## src/rtl/bm_if_pkg.sv

```systemverilog
// -----------------------------------------------------------------------------
// bm_if_pkg
// Shared definitions for the if-common collector slice: operand width, word
// width helper, serializer state encoding and the packed sample word layout.
// Optional feature macro: BM_IF_COLLECT_PARITY_EN (adds the PARITY state).
// -----------------------------------------------------------------------------
package bm_if_pkg;

   localparam int unsigned BITS = 2;

   function automatic int unsigned word_w(input int unsigned bits);
      return 2 * bits + 1;
   endfunction

   localparam int unsigned W = word_w(BITS);

   typedef enum logic [1:0] {
      ST_IDLE   = 2'd0,
      ST_SHIFT  = 2'd1
`ifdef BM_IF_COLLECT_PARITY_EN
      , ST_PARITY = 2'd2
`endif
   } ser_state_e;

   // Bit 0 is out0[0]; the MSB is out1.
   typedef struct packed {
      logic            out1;
      logic [BITS-1:0] out2;
      logic [BITS-1:0] out0;
   } word_t;

endpackage

```

## src/rtl/bm_if_fifo.sv

```systemverilog
// -----------------------------------------------------------------------------
// bm_if_fifo
// Synchronous FIFO with registered full/empty flags.
// Ports:
//   clock  in   rising-edge clock
//   reset  in   asynchronous active-high reset (empties the FIFO)
//   push   in   write din (ignored when full)
//   pop    in   advance the read pointer (ignored when empty)
//   din    in   WIDTH write data
//   dout   out  WIDTH head-of-queue data (valid when empty=0)
//   full   out  registered, count == DEPTH
//   empty  out  registered, count == 0
// DEPTH must be a power of two >= 2 so the pointers wrap naturally.
// -----------------------------------------------------------------------------
module bm_if_fifo #(
   parameter int unsigned WIDTH = 5,
   parameter int unsigned DEPTH = 4
) (
   input  logic             clock,
   input  logic             reset,
   input  logic             push,
   input  logic             pop,
   input  logic [WIDTH-1:0] din,
   output logic [WIDTH-1:0] dout,
   output logic             full,
   output logic             empty
);

   localparam int unsigned AW       = $clog2(DEPTH);
   localparam logic [AW:0] FULL_CNT = (AW+1)'(DEPTH);

   logic [WIDTH-1:0] r_mem [DEPTH];
   logic [AW-1:0]    r_wr_ptr;
   logic [AW-1:0]    r_rd_ptr;
   logic [AW:0]      r_count;
   logic [AW:0]      w_count_nxt;
   logic             r_full;
   logic             r_empty;
   logic             w_do_push;
   logic             w_do_pop;

   assign w_do_push = push & ~r_full;
   assign w_do_pop  = pop & ~r_empty;

   always_comb begin
      w_count_nxt = r_count;
      case ({w_do_push, w_do_pop})
         2'b10:   w_count_nxt = r_count + (AW+1)'(1);
         2'b01:   w_count_nxt = r_count - (AW+1)'(1);
         default: w_count_nxt = r_count;
      endcase
   end

   always_ff @(posedge clock or posedge reset) begin
      if (reset) begin
         r_wr_ptr <= '0;
         r_rd_ptr <= '0;
         r_count  <= '0;
         r_full   <= 1'b0;
         r_empty  <= 1'b1;
      end else begin
         if (w_do_push) r_wr_ptr <= r_wr_ptr + AW'(1);
         if (w_do_pop)  r_rd_ptr <= r_rd_ptr + AW'(1);
         r_count <= w_count_nxt;
         r_full  <= (w_count_nxt == FULL_CNT);
         r_empty <= (w_count_nxt == '0);
      end
   end

   always_ff @(posedge clock) begin
      if (w_do_push) r_mem[r_wr_ptr] <= din;
   end

   assign dout  = r_mem[r_rd_ptr];
   assign full  = r_full;
   assign empty = r_empty;

endmodule

```

## src/rtl/bm_if_collect.sv

```systemverilog
// -----------------------------------------------------------------------------
// bm_if_collect
// Samples {out1, out2, out0} on qualified cycles, buffers the words in a FIFO
// and serializes each word LSB-first on a framed single-bit output. Saturating
// counters track accepted hits (out1=1) and samples dropped while full.
// Optional feature macro: BM_IF_COLLECT_PARITY_EN appends an even-parity bit.
// Ports:
//   clock       in   rising-edge clock
//   reset       in   asynchronous active-high reset
//   sample_en   in   capture the current operands
//   out0_in     in   BITS upstream out0
//   out2_in     in   BITS upstream out2
//   out1_in     in   upstream out1
//   ser_out     out  registered serial data, LSB first
//   ser_frame   out  registered, high while ser_out carries a valid bit
//   fifo_full   out  FIFO holds DEPTH words
//   fifo_empty  out  FIFO holds no words
//   hit_cnt     out  CNT_W accepted samples with out1_in=1 (saturating)
//   drop_cnt    out  CNT_W samples rejected while full (saturating)
// -----------------------------------------------------------------------------
module bm_if_collect
   import bm_if_pkg::*;
#(
   parameter int unsigned BITS  = bm_if_pkg::BITS,
   parameter int unsigned DEPTH = 4,
   parameter int unsigned CNT_W = 8
) (
   input  logic             clock,
   input  logic             reset,
   input  logic             sample_en,
   input  logic [BITS-1:0]  out0_in,
   input  logic [BITS-1:0]  out2_in,
   input  logic             out1_in,
   output logic             ser_out,
   output logic             ser_frame,
   output logic             fifo_full,
   output logic             fifo_empty,
   output logic [CNT_W-1:0] hit_cnt,
   output logic [CNT_W-1:0] drop_cnt
);

   localparam int unsigned    WORD_W   = word_w(BITS);
   localparam int unsigned    BCW      = $clog2(WORD_W);
   localparam logic [BCW-1:0] LAST_BIT = BCW'(WORD_W - 1);

   logic [WORD_W-1:0] w_din;
   logic [WORD_W-1:0] w_dout;
   logic              w_push;
   logic              w_pop;
   logic              w_drop;
   logic              w_full;
   logic              w_empty;

   ser_state_e        r_state;
   ser_state_e        w_state_nxt;
   logic [WORD_W-1:0] r_shift;
   logic [WORD_W-1:0] w_shift_nxt;
   logic [BCW-1:0]    r_bitcnt;
   logic [BCW-1:0]    w_bitcnt_nxt;
   logic              r_ser_out;
   logic              w_ser_out_nxt;
   logic              r_ser_frame;
   logic              w_ser_frame_nxt;
`ifdef BM_IF_COLLECT_PARITY_EN
   logic              r_par;
   logic              w_par_nxt;
`endif
   logic [CNT_W-1:0]  r_hit;
   logic [CNT_W-1:0]  r_drop;

   assign w_din  = {out1_in, out2_in, out0_in};
   assign w_push = sample_en & ~w_full;
   // A full FIFO rejects the sample even if the serializer pops on this edge.
   assign w_drop = sample_en & w_full;

   bm_if_fifo #(
      .WIDTH (WORD_W),
      .DEPTH (DEPTH)
   ) u_fifo (
      .clock (clock),
      .reset (reset),
      .push  (w_push),
      .pop   (w_pop),
      .din   (w_din),
      .dout  (w_dout),
      .full  (w_full),
      .empty (w_empty)
   );

   always_ff @(posedge clock or posedge reset) begin
      if (reset) begin
         r_hit  <= '0;
         r_drop <= '0;
      end else begin
         if (w_push && out1_in && (r_hit != '1)) r_hit  <= r_hit + CNT_W'(1);
         if (w_drop && (r_drop != '1))           r_drop <= r_drop + CNT_W'(1);
      end
   end

   always_ff @(posedge clock or posedge reset) begin
      if (reset) begin
         r_state     <= ST_IDLE;
         r_shift     <= '0;
         r_bitcnt    <= '0;
         r_ser_out   <= 1'b0;
         r_ser_frame <= 1'b0;
`ifdef BM_IF_COLLECT_PARITY_EN
         r_par       <= 1'b0;
`endif
      end else begin
         r_state     <= w_state_nxt;
         r_shift     <= w_shift_nxt;
         r_bitcnt    <= w_bitcnt_nxt;
         r_ser_out   <= w_ser_out_nxt;
         r_ser_frame <= w_ser_frame_nxt;
`ifdef BM_IF_COLLECT_PARITY_EN
         r_par       <= w_par_nxt;
`endif
      end
   end

   // Serial outputs are registered, so this block computes the value they take
   // after the edge: the popped word's bit 0 is presented on the pop edge and
   // r_shift[0] always mirrors the bit currently on ser_out.
   always_comb begin
      w_state_nxt     = r_state;
      w_shift_nxt     = r_shift;
      w_bitcnt_nxt    = r_bitcnt;
      w_ser_out_nxt   = 1'b0;
      w_ser_frame_nxt = 1'b0;
      w_pop           = 1'b0;
`ifdef BM_IF_COLLECT_PARITY_EN
      w_par_nxt       = r_par;
`endif
      case (r_state)
         ST_IDLE: begin
            if (!w_empty) begin
               w_pop           = 1'b1;
               w_shift_nxt     = w_dout;
               w_bitcnt_nxt    = '0;
               w_ser_out_nxt   = w_dout[0];
               w_ser_frame_nxt = 1'b1;
               w_state_nxt     = ST_SHIFT;
`ifdef BM_IF_COLLECT_PARITY_EN
               w_par_nxt       = ^w_dout;
`endif
            end
         end
         ST_SHIFT: begin
            if (r_bitcnt == LAST_BIT) begin
`ifdef BM_IF_COLLECT_PARITY_EN
               w_ser_out_nxt   = r_par;
               w_ser_frame_nxt = 1'b1;
               w_state_nxt     = ST_PARITY;
`else
               w_state_nxt     = ST_IDLE;
`endif
            end else begin
               w_shift_nxt     = r_shift >> 1;
               w_ser_out_nxt   = r_shift[1];
               w_ser_frame_nxt = 1'b1;
               w_bitcnt_nxt    = r_bitcnt + BCW'(1);
            end
         end
`ifdef BM_IF_COLLECT_PARITY_EN
         ST_PARITY: begin
            w_state_nxt = ST_IDLE;
         end
`endif
         default: begin
            w_state_nxt = ST_IDLE;
         end
      endcase
   end

   assign ser_out    = r_ser_out;
   assign ser_frame  = r_ser_frame;
   assign fifo_full  = w_full;
   assign fifo_empty = w_empty;
   assign hit_cnt    = r_hit;
   assign drop_cnt   = r_drop;

endmodule

```

## config.mk

```make
export PLATFORM = sky130hd
export DESIGN_NAME = bm_if_collect
export DESIGN_NICKNAME = d
export VERILOG_FILES = /design/src/rtl/bm_if_pkg.sv /design/src/rtl/bm_if_fifo.sv /design/src/rtl/bm_if_collect.sv
export SDC_FILE = /design/constraint.sdc
export NUM_CORES = 1
export LEC_CHECK = 0
export ABC_AREA = 1
export ABC_CLOCK_PERIOD_IN_PS = 5570
export BUFFER_PORTS_ARGS = -buffer_cell sky130_fd_sc_hd__buf_2
export CAP_MARGIN = 10
export CORE_MARGIN = 8
export CORE_UTILIZATION = 65
export CTS_BUF_LIST = sky130_fd_sc_hd__clkbuf_8
export CTS_CLUSTER_DIAMETER = 200
export DETAILED_ROUTE_END_ITERATION = 10
export PLACE_DENSITY = 0.87
export SETUP_SLACK_MARGIN = 0.5
export SYNTH_ARGS = -nofsm -noshare
export SYNTH_HDL_FRONTEND = slang
export SYNTH_SLANG_ARGS = --single-unit
```

## constraint.sdc

```tcl
create_clock -name clock -period 5.57 [get_ports clock]
set_input_delay 0.2785 -clock clock [delete_from_list [all_inputs] [get_ports clock]]
set_output_delay 0.2785 -clock clock [all_outputs]
set_load 0.1 [all_outputs]
```

# Word-level counts from Yosys, hierarchy flattened
# Memories as Yosys holds them, arrays and structs flattened.
# Cells that the tools add are included.
# Widths: inputs -> output; s select.
# word_totals
register_bits	37
ram_bits	20
input_bits	8
word_cells	63
mem_count	1
# op_classes
add_sub_neg	7
n_eq_ne	10
n_mux	19
n_bitwise	6
reduce_logical	8
# mem_list
memory	words	width	rd	rd_ports_with_merged_regs	write_ports	line	text
u_fifo.r_mem	4	5	1	0	1	bm_if_fifo.sv:32	logic [WIDTH-1:0] r_mem [DEPTH];
# op_table
cell	n
$add 8x1->8 const B	2
$ne 8x8->1 const B	2
$pmux 3 s2	2
$mux 5	2
$pmux 5 s2	1
$mux 1	7
$add 3x1->3 const B	2
$eq 3x3->1 const B	2
$mux 3	2
$ne 2x2->1 const B	3
$add 2x1->2 const B	2
$and 1x1->1	4
$eq 2x1->1 const B	2
$mux 2	2
$pmux 1 s2	2
$pmux 2 s2	1
$logic_and 1x1->1	3
$logic_not 3->1	1
$reduce_and 3->1	1
$sub 3x1->3 const B	1
$eq 2x2->1 const B	1
$logic_not 2->1	1
$not 1->1	2
$reduce_and 2->1	1
$reduce_bool 2->1	1

# Depth between registers and ports, before layout
# Gate-level depths: netlist of the first run.
# depth
ltp_word	6
mapped_depth	11
mapped_depth_nobuf	11

# Cells and area by module
# A second synthesis of the first run with hierarchy kept.
# unflattened
cells_unflattened	283
area_unflattened_um2	2637.5
# modules_own_cells
mod	instances	cells_each	area_each_um2
bm_if_collect	1	180	1406.3
bm_if_fifo	1	103	1231.2

# Least setup slack after synthesis of the first run
# OpenSTA, ideal clock, no wires.
# synth_path
path_kind	flip-flop to flip-flop
from	register u_fifo.r_full, in the netlist u_fifo.full
to	register u_fifo.r_full, in the netlist u_fifo.full
t_arrival_ns	2.190
required_time_ns	5.442
slack_ns	3.252
path_stages_with_launch	8
cell_sequence	dfrtp_1 > inv_1 > nand2_2 > ha_1 > inv_1 > fa_1 > o211ai_1 > a21oi_1
# synth_via
elab_chain_cells	6
elab_cells_between_ends	7
# synth_lines
item	line	text
start, declared	bm_if_fifo.sv:37	logic r_full;
start signal, assigned	bm_if_fifo.sv:65	r_full <= (w_count_nxt == FULL_CNT);
$not 1->1 (*)	bm_if_fifo.sv:42, bm_if_collect.sv:72	
$and 1x1->1	bm_if_collect.sv:72	assign w_push = sample_en & ~w_full;
$and 1x1->1 (*)	bm_if_fifo.sv:42	assign w_do_push = push & ~r_full;
$eq 2x1->1 or $eq 2x2->1 (tied branches)	bm_if_fifo.sv:47	case ({w_do_push, w_do_pop})
$pmux 3 s2 (*)	bm_if_fifo.sv:47	
$eq 3x3->1 (*)	bm_if_fifo.sv:65	
# Every way passes the cells marked *; elsewhere a longest branch is shown, timed or not.
# A chain may end at the register's enable or synchronous reset.

# Final worst setup path of the first run
# layout_path
from	register r_state[0]
to	register u_fifo.r_empty, in the netlist u_fifo.empty
# layout_via
elab_chain_cells	6
elab_cells_between_ends	7
# layout_lines
item	line	text
start, declared	bm_if_collect.sv:54	ser_state_e r_state;
start signal, assigned	bm_if_collect.sv:111	r_state <= w_state_nxt;
$logic_not 2->1 (*)	bm_if_collect.sv:135	case (r_state)
$mux 1 (*)	bm_if_collect.sv:135	
$and 1x1->1 (*)	bm_if_fifo.sv:43	assign w_do_pop = pop & ~r_empty;
$eq 2x1->1 or $eq 2x2->1 (tied branches)	bm_if_fifo.sv:47	
$pmux 3 s2 (*)	bm_if_fifo.sv:47	
via u_fifo.w_count_nxt[2]	bm_if_fifo.sv:36	logic [AW:0] w_count_nxt;
$logic_not 3->1 (*)	bm_if_fifo.sv:66	r_empty <= (w_count_nxt == '0);
end signal, assigned	bm_if_fifo.sv:66	
end, declared	bm_if_fifo.sv:38	logic r_empty;
# Mark *: on every way through the listed nets, which the timed path passes. The rest lies on a longest branch.

==> qor.csv, run 1 <==
metric,value,unit
nets,334,
required,5830,ps
grt_first_pass_wirelength,7860,um
cp-end-kind,flop,
avgSynthCellArea,9.34,um2
final_cell_count_no_fill,367,
track_usage,0.158,
clkLatencyLatePin,310,ps
cts_inserted_buffers,5,
timing.critical_path.cells,"nor2_4, ha_1, inv_1, fa_1, nand2_1, nand3_1, nand2_1, nand2_1, nor2_1",
cts.sinks,55,
drt-pass1-iter-count,4,
r2r_slack,3610,ps
power.leakage,0.00143,uW
period_needed,1960,ps
wire_per_inst,12.4,um
synth.area.top_cells,"dfrtp_1 32%, edfxtp_1 23%, nand2_1 14%",
postRouteAntennaNets,0,
cpMostUsedCell,nand2_1,
rsz0062_at_grt,false,
clockRootBuffer,clkbuf_8,
post_cts_buffers,0,
dp_slack,3620,ps
p_sw_frac,0.495,
grt_remaining_overflow,0,
initial_utilization,0.668,
slowest_delay,490,ps
drcViolationCount,0,
yosysTopAreaCellShare,0.323,
p_int,834,uW
area_delta_synth_final,10.7,%
syn_inst,282,
cts_resized,0,
fillCellCount,287,
period_share,0.352,
ys_types,30,
setup_viol,0,
yosysWarnings,0,
whs,48.0,ps
maxSlewViolCount,0,
core_area,3940,um2
tightest_slew,557,ps
boundaryPins,28,
cp.buffers_inverters,1,
vias_per_cell,5.06,
worst_r2r_endpoint,u_fifo.empty,
die_y,79.6,um
switching_power,817,uW
clk_pin_slew,90,ps
vias,1857,
rows,23,
cts_hold_buffers,0,
outcome,completed,
synth_top_cell_by_area,dfrtp_1,
path_delay_family,simple AND/OR/NAND/NOR gates,
max-vdd-ir-drop,0.347,mV
grt_max_degree,36,
finish.utilization,0.739,
maxCapViolCount,0,
rr_startpoint,r_state[0],
drt_wl_total,4540,um
clock_skew,6.05,ps
drt_iter0_markers,112,
clock_path_buffers,2,
power.density,567,nW/um2
tns,0,ps
dpl.hpwl,3280,um
gp_congestion,0.808,
arrival,2220,ps
maxSlewHeadroom,0.627,
antenna_found_initial,0,
synth_nets,300,
critPathSlowestCell,dfrtp_1,
dpl.cell_count,359,
fp.dieW,79.6,um
grt_pass1_vias,1837,
critPathMaxFanout,7,
finalHoldViolCount,0,
reg2reg_depth,9,
cts_tree,done,
path_class,flop to flop,
critPathLaunchType,flop,
clkPwrFrac,0.126,
synth-seq-cells,55,
drive_gt1_frac,0.161,
p_seq_frac,0.394,
port_buffers,27,
die_area,6340,um2
timing.final.ws_setup,3610,ps
p_comb_frac,0.479,
cts_max_level,2,
hp-class,primary input to async pin,
max_freq,510,MHz
ys_seq_area_frac,0.561,
synth_area,2630,um2
n_antenna_cell,0,
## layout make-up
class	instances	area, um2	share of cell area
tap	50	62.6	0.0215
clock inverter	3	12.5	0.00429
clock buffer	5	68.8	0.0236
multi-input combinational	187	1000	0.343
timing repair buffer	28	143	0.0489
inverter	39	149	0.0511
sequential	55	1480	0.507
## registers in the layout (all words and copies together), names as in the netlist
| name | count |
|---|---|
| u_fifo.r_mem | 20 |
| u_fifo.full | 1 |
| r_shift | 4 |
| hit_cnt | 8 |
| r_state | 1 |
| ser_frame | 1 |
| u_fifo.r_rd_ptr | 2 |
| drop_cnt | 8 |
| u_fifo.empty | 1 |
| u_fifo.r_count | 3 |
| ser_out | 1 |
| u_fifo.r_wr_ptr | 2 |
| r_bitcnt | 3 |
## layer usage
metal / vias to the layer above / wire length, um / GRT usage / part of all wire
met5: - / 0 / 0 / 0
met4: 0 / 87 / 0.0741 / 0.019
met3: 8 / 231 / 0.0484 / 0.051
met2: 36 / 2140 / 0.250 / 0.47
met1: 851 / 2090 / 0.193 / 0.46
li1: 962 / - / - / -
## worst max-delay path by stage
stage / slack (ps) / end / depth (start not counted) / from
after floorplan: 3250 / u_fifo.full / 7 / u_fifo.full
after global placement: 3730 / u_fifo.full / 6 / r_state[0]
after detailed placement: 3620 / u_fifo.empty / 10 / r_state[0]
after CTS: 3610 / u_fifo.empty / 10 / r_state[0]
after global routing: 3440 / u_fifo.empty / 9 / r_state[0]
final: 3610 / u_fifo.empty / 9 / r_state[0]
## placed cells by master (no fill, tap or decap), drive strengths merged
cell,instances
dfstp,1
xnor2,5
clkbuf,5
xor2,7
o21ai,10
inv,40
a21oi,3
or2,1
nand3b,1
o211ai,1
fa,1
dfrtp,34
nor3,2
nand2,98
ha,9
nand3,28
edfxtp,20
clkinv,2
nor2,18
buf,28
nand4,3
## through the flow
step,instance area [um2],total power (uW)
after global routing,2910,1770
after CTS,2910,1670
after floorplan,2630,1300
final,2910,1650
after detailed placement,2830,1460
after global placement,2830,1430
## cell usage after synthesis
master,count
o21ai_2,3
nand4_1,3
ha_1,9
nor2_1,15
nand2_1,95
nand2_2,1
nand3_2,3
a21oi_1,2
fa_1,1
dfrtp_1,34
xor2_1,7
inv_1,35
nand3b_1,1
o21ai_0,6
nor3_1,2
or2_1,1
dfstp_2,1
edfxtp_1,20
xnor2_1,5
clkinv_1,1
inv_2,2
o211ai_1,1
nor2_2,1
nor2_4,2
a21oi_4,1
buf_2,1
nand2_4,2
inv_4,1
nand3_1,25
o21ai_1,1
## power by group through the flow
stage / combinational, uW / sequential [uW] / clock [uW]
detailed placement: 796 / 660 / 0
CTS: 799 / 651 / 215
finish: 792 / 651 / 209
global route: 875 / 670 / 230
floorplan: 386 / 919 / 0
global placement: 775 / 654 / 0
## worst min-delay path, stage by stage
cell and delay [ps]:
buf_2 90, inv_1 40, buf_4 380
## cell families (layout without fill, tap and decap cells)
kind of cell / Yosys count / in the layout / share of synthesized area
AOI/OAI and AO/OA: 14 / 14 / 0.0361
xor gates and xnor gates: 12 / 12 / 0.0399
adders and majority gates: 10 / 10 / 0.0504
buffers and inverters: 40 / 75 / 0.0585
DFF: 55 / 55 / 0.561
and+or+nand+nor: 151 / 151 / 0.254
Power figures use the tool's default switching activity.
==> run 2, diff against run 1 <==
--- a/config.mk
+++ b/config.mk
@@ -6,15 +6,15 @@
 export NUM_CORES = 1
 export LEC_CHECK = 0
 export ABC_AREA = 1
-export ABC_CLOCK_PERIOD_IN_PS = 5570
+export ABC_CLOCK_PERIOD_IN_PS = 1800
 export BUFFER_PORTS_ARGS = -buffer_cell sky130_fd_sc_hd__buf_2
 export CAP_MARGIN = 10
 export CORE_MARGIN = 8
-export CORE_UTILIZATION = 65
+export CORE_UTILIZATION = 55
 export CTS_BUF_LIST = sky130_fd_sc_hd__clkbuf_8
 export CTS_CLUSTER_DIAMETER = 200
 export DETAILED_ROUTE_END_ITERATION = 10
-export PLACE_DENSITY = 0.87
+export PLACE_DENSITY = 0.78
 export SETUP_SLACK_MARGIN = 0.5
 export SYNTH_ARGS = -nofsm -noshare
 export SYNTH_HDL_FRONTEND = slang
==> constraint.sdc (replaced) <==
create_clock -name clock -period 1.8 [get_ports clock]
set_input_delay 0.09 -clock clock [delete_from_list [all_inputs] [get_ports clock]]
set_output_delay 0.09 -clock clock [all_outputs]
set_load 0.1 [all_outputs]
==> qor.csv, run 2 (same netlist as run 1, synthesis figures left out) <==
metric,value,unit,change
seqCellArea,1530,um2,+3.2%
finish.utilization,0.756,,+0.0166
fillCellCount,311,,+8.4%
r2r_slack,30,ps,-3580 ps
die_area,7260,um2,+14%
drt_iter0_markers,78,,-30%
critPathMaxFanout,2,,-5
tightest_slew,488,ps,-69.5 ps
layout_common_cells,"73 x nand2_1, 31 x inv_1, 20 x nand3_1, 20 x edfxtp_1, 19 x buf_4",,
critPathSlowestCell,dfstp_4,,
port_buffers,27,,unchanged
cp-end-kind,flop,,
slowest_delay,640,ps,+150 ps
cts_tree,done,,
timing.critical_path.cells,"nor2_4, ha_4, inv_4, fa_2, o211ai_1, a21oi_1",,
reg2reg_depth,6,,-3
dpl.hpwl,3360,um,+2.3%
max_freq,564,MHz,+10%
drt-pass1-iter-count,4,,unchanged
worst_r2r_endpoint,u_fifo.full,,
period_needed,1770,ps,-185 ps
period_share,0.986,,+0.634
max-vdd-ir-drop,0.968,mV,+180%
rsz0062_at_grt,true,,
nets,361,,+8.1%
outcome,completed,,
path_class,flop to flop,,
cts.sinks,55,,unchanged
wire_per_inst,13.1,um,+6.1%
cts_max_level,2,,unchanged
largest_reg_flops,20,,unchanged
maxSlewHeadroom,0.677,,+0.0499
hp-class,primary input to flop,,
initial_utilization,0.565,,-0.103
cp.buffers_inverters,1,,unchanged
grt_max_degree,36,,unchanged
critPathCapture,u_fifo.full,,
rr_startpoint,u_fifo.empty,,
multi_input_area,1220,um2,+22%
postRouteAntennaNets,0,,unchanged
cp.depth,6,,-3
boundaryPins,28,,unchanged
clock_path_buffers,2,,unchanged
clk_pin_slew,100,ps,about the same
gp_congestion,0.829,,+2.6%
timing.final.ws_setup,25.8,ps,-3580 ps
drcViolationCount,0,,unchanged
track_usage,0.145,,-0.0139
total_power,6130,uW,+270%
drt_wl_total,5230,um,+15%
tns,0,ps,unchanged
n_antenna_cell,0,,unchanged
clkLatencyLatePin,310,ps,about the same
grt_remaining_overflow,0,,unchanged
maxSlewViolCount,0,,unchanged
fp.dieW,85.2,um,+7.0%
startpoint,u_fifo.empty,,
die_y,85.2,um,+7.0%
vias_per_cell,5.13,,+1.3%
grt_pass1_vias,1977,,+7.6%
arrival,1970,ps,-250 ps
maxCapViolCount,0,,unchanged
antenna_found_initial,0,,unchanged
power.leakage,0.00161,uW,+13%
rows,25,,+8.7%
dp_slack,-5.47,ps,-3630 ps
path_delay_family,flip-flops,,
vias,2040,,+9.9%
setup_viol,0,,unchanged
drive_gt1_frac,0.398,,+0.237
finalHoldViolCount,0,,unchanged
clockRootBuffer,clkbuf_8,,
power.density,1740,nW/um2,+210%
final_common_cell,nand2_1,,
cts_inserted_buffers,5,,unchanged
whs,15.1,ps,-32.9 ps
area_delta_synth_final,33.8,%,
core_area,4660,um2,+18%
required,2000,ps,-3830 ps
top_register,u_fifo.r_mem,,
critPathLaunchType,flop,,
clock_skew,7.34,ps,+1.29 ps
grt_first_pass_wirelength,8490,um,+8.1%
run 2: cell types whose count changed in the layout (fill, tap and decap cells not counted), moves of 9 or more:
cell	delta
dfrtp_1	-17
dfrtp_4	+9
nand2_2	+17
buf_4	+18
nand2_1	-22
buf_2	-11
run 2: stage by stage:
stage	area, um2	std cells
global route	3520	398
CTS	3270	385
finish	3520	398
detailed placement	3030	366
floorplan	2810	282
global placement	3030	366
run 2: final cells by class:
class,count,share of cell area
tap,54,0.0192
clock buffer,5,0.0195
inverter,39,0.0472
multi-input combinational,187,0.347
clock inverter,3,0.0121
timing repair buffer,55,0.121
sequential,55,0.433
run 2: repair_timing:
item,CTS,global route
hold buffers,5,0
buffers inserted,6,13
hold endpoints to repair,50,0
pin swaps,7,30
cloned,0,0
resized for setup,10,56
endpoints found under the setup margin,44,53
run 2: worst min path at each step:
| stage | startpoint | endpoint | slack [ps] | depth (start not counted) |
|---|---|---|---|---|
| 2_1_floorplan | out0_in[0] | u_fifo.r_mem[0][0] | 190 | 0 |
| 6_report | out1_in | u_fifo.r_mem[2][4] | 20 | 1 |
| 5_1_grt | out1_in | u_fifo.r_mem[3][4] | 20 | 1 |
| 3_3_place_gp | reset | ser_frame | 210 | 3 |
| 3_5_place_dp | reset | ser_frame | 220 | 3 |
| 4_1_cts | out1_in | u_fifo.r_mem[2][4] | 5 | 1 |
run 2: where the power goes:
part | internal [uW] | switching [uW]
registers | 1750 | 298
logic | 1070 | 2190
clock network | 415 | 403
total | 3240 | 2890
run 2: routing by layer:
metal  GRT usage  wire (um)  vias up  share of wire
li1            -          -     1018              -
met1       0.184       2420      981           0.46
met2       0.232       2510       36           0.48
met5           0          0        -              0
met3      0.0396        247        5          0.047
met4      0.0437         48        0         0.0092
run 2: worst reg2reg max path, stage by stage (launching register included):
cell and delay (ps):
dfstp_4 640, nor2_4 40, ha_4 160, inv_4 50, fa_2 430, o211ai_1 250, a21oi_1 80
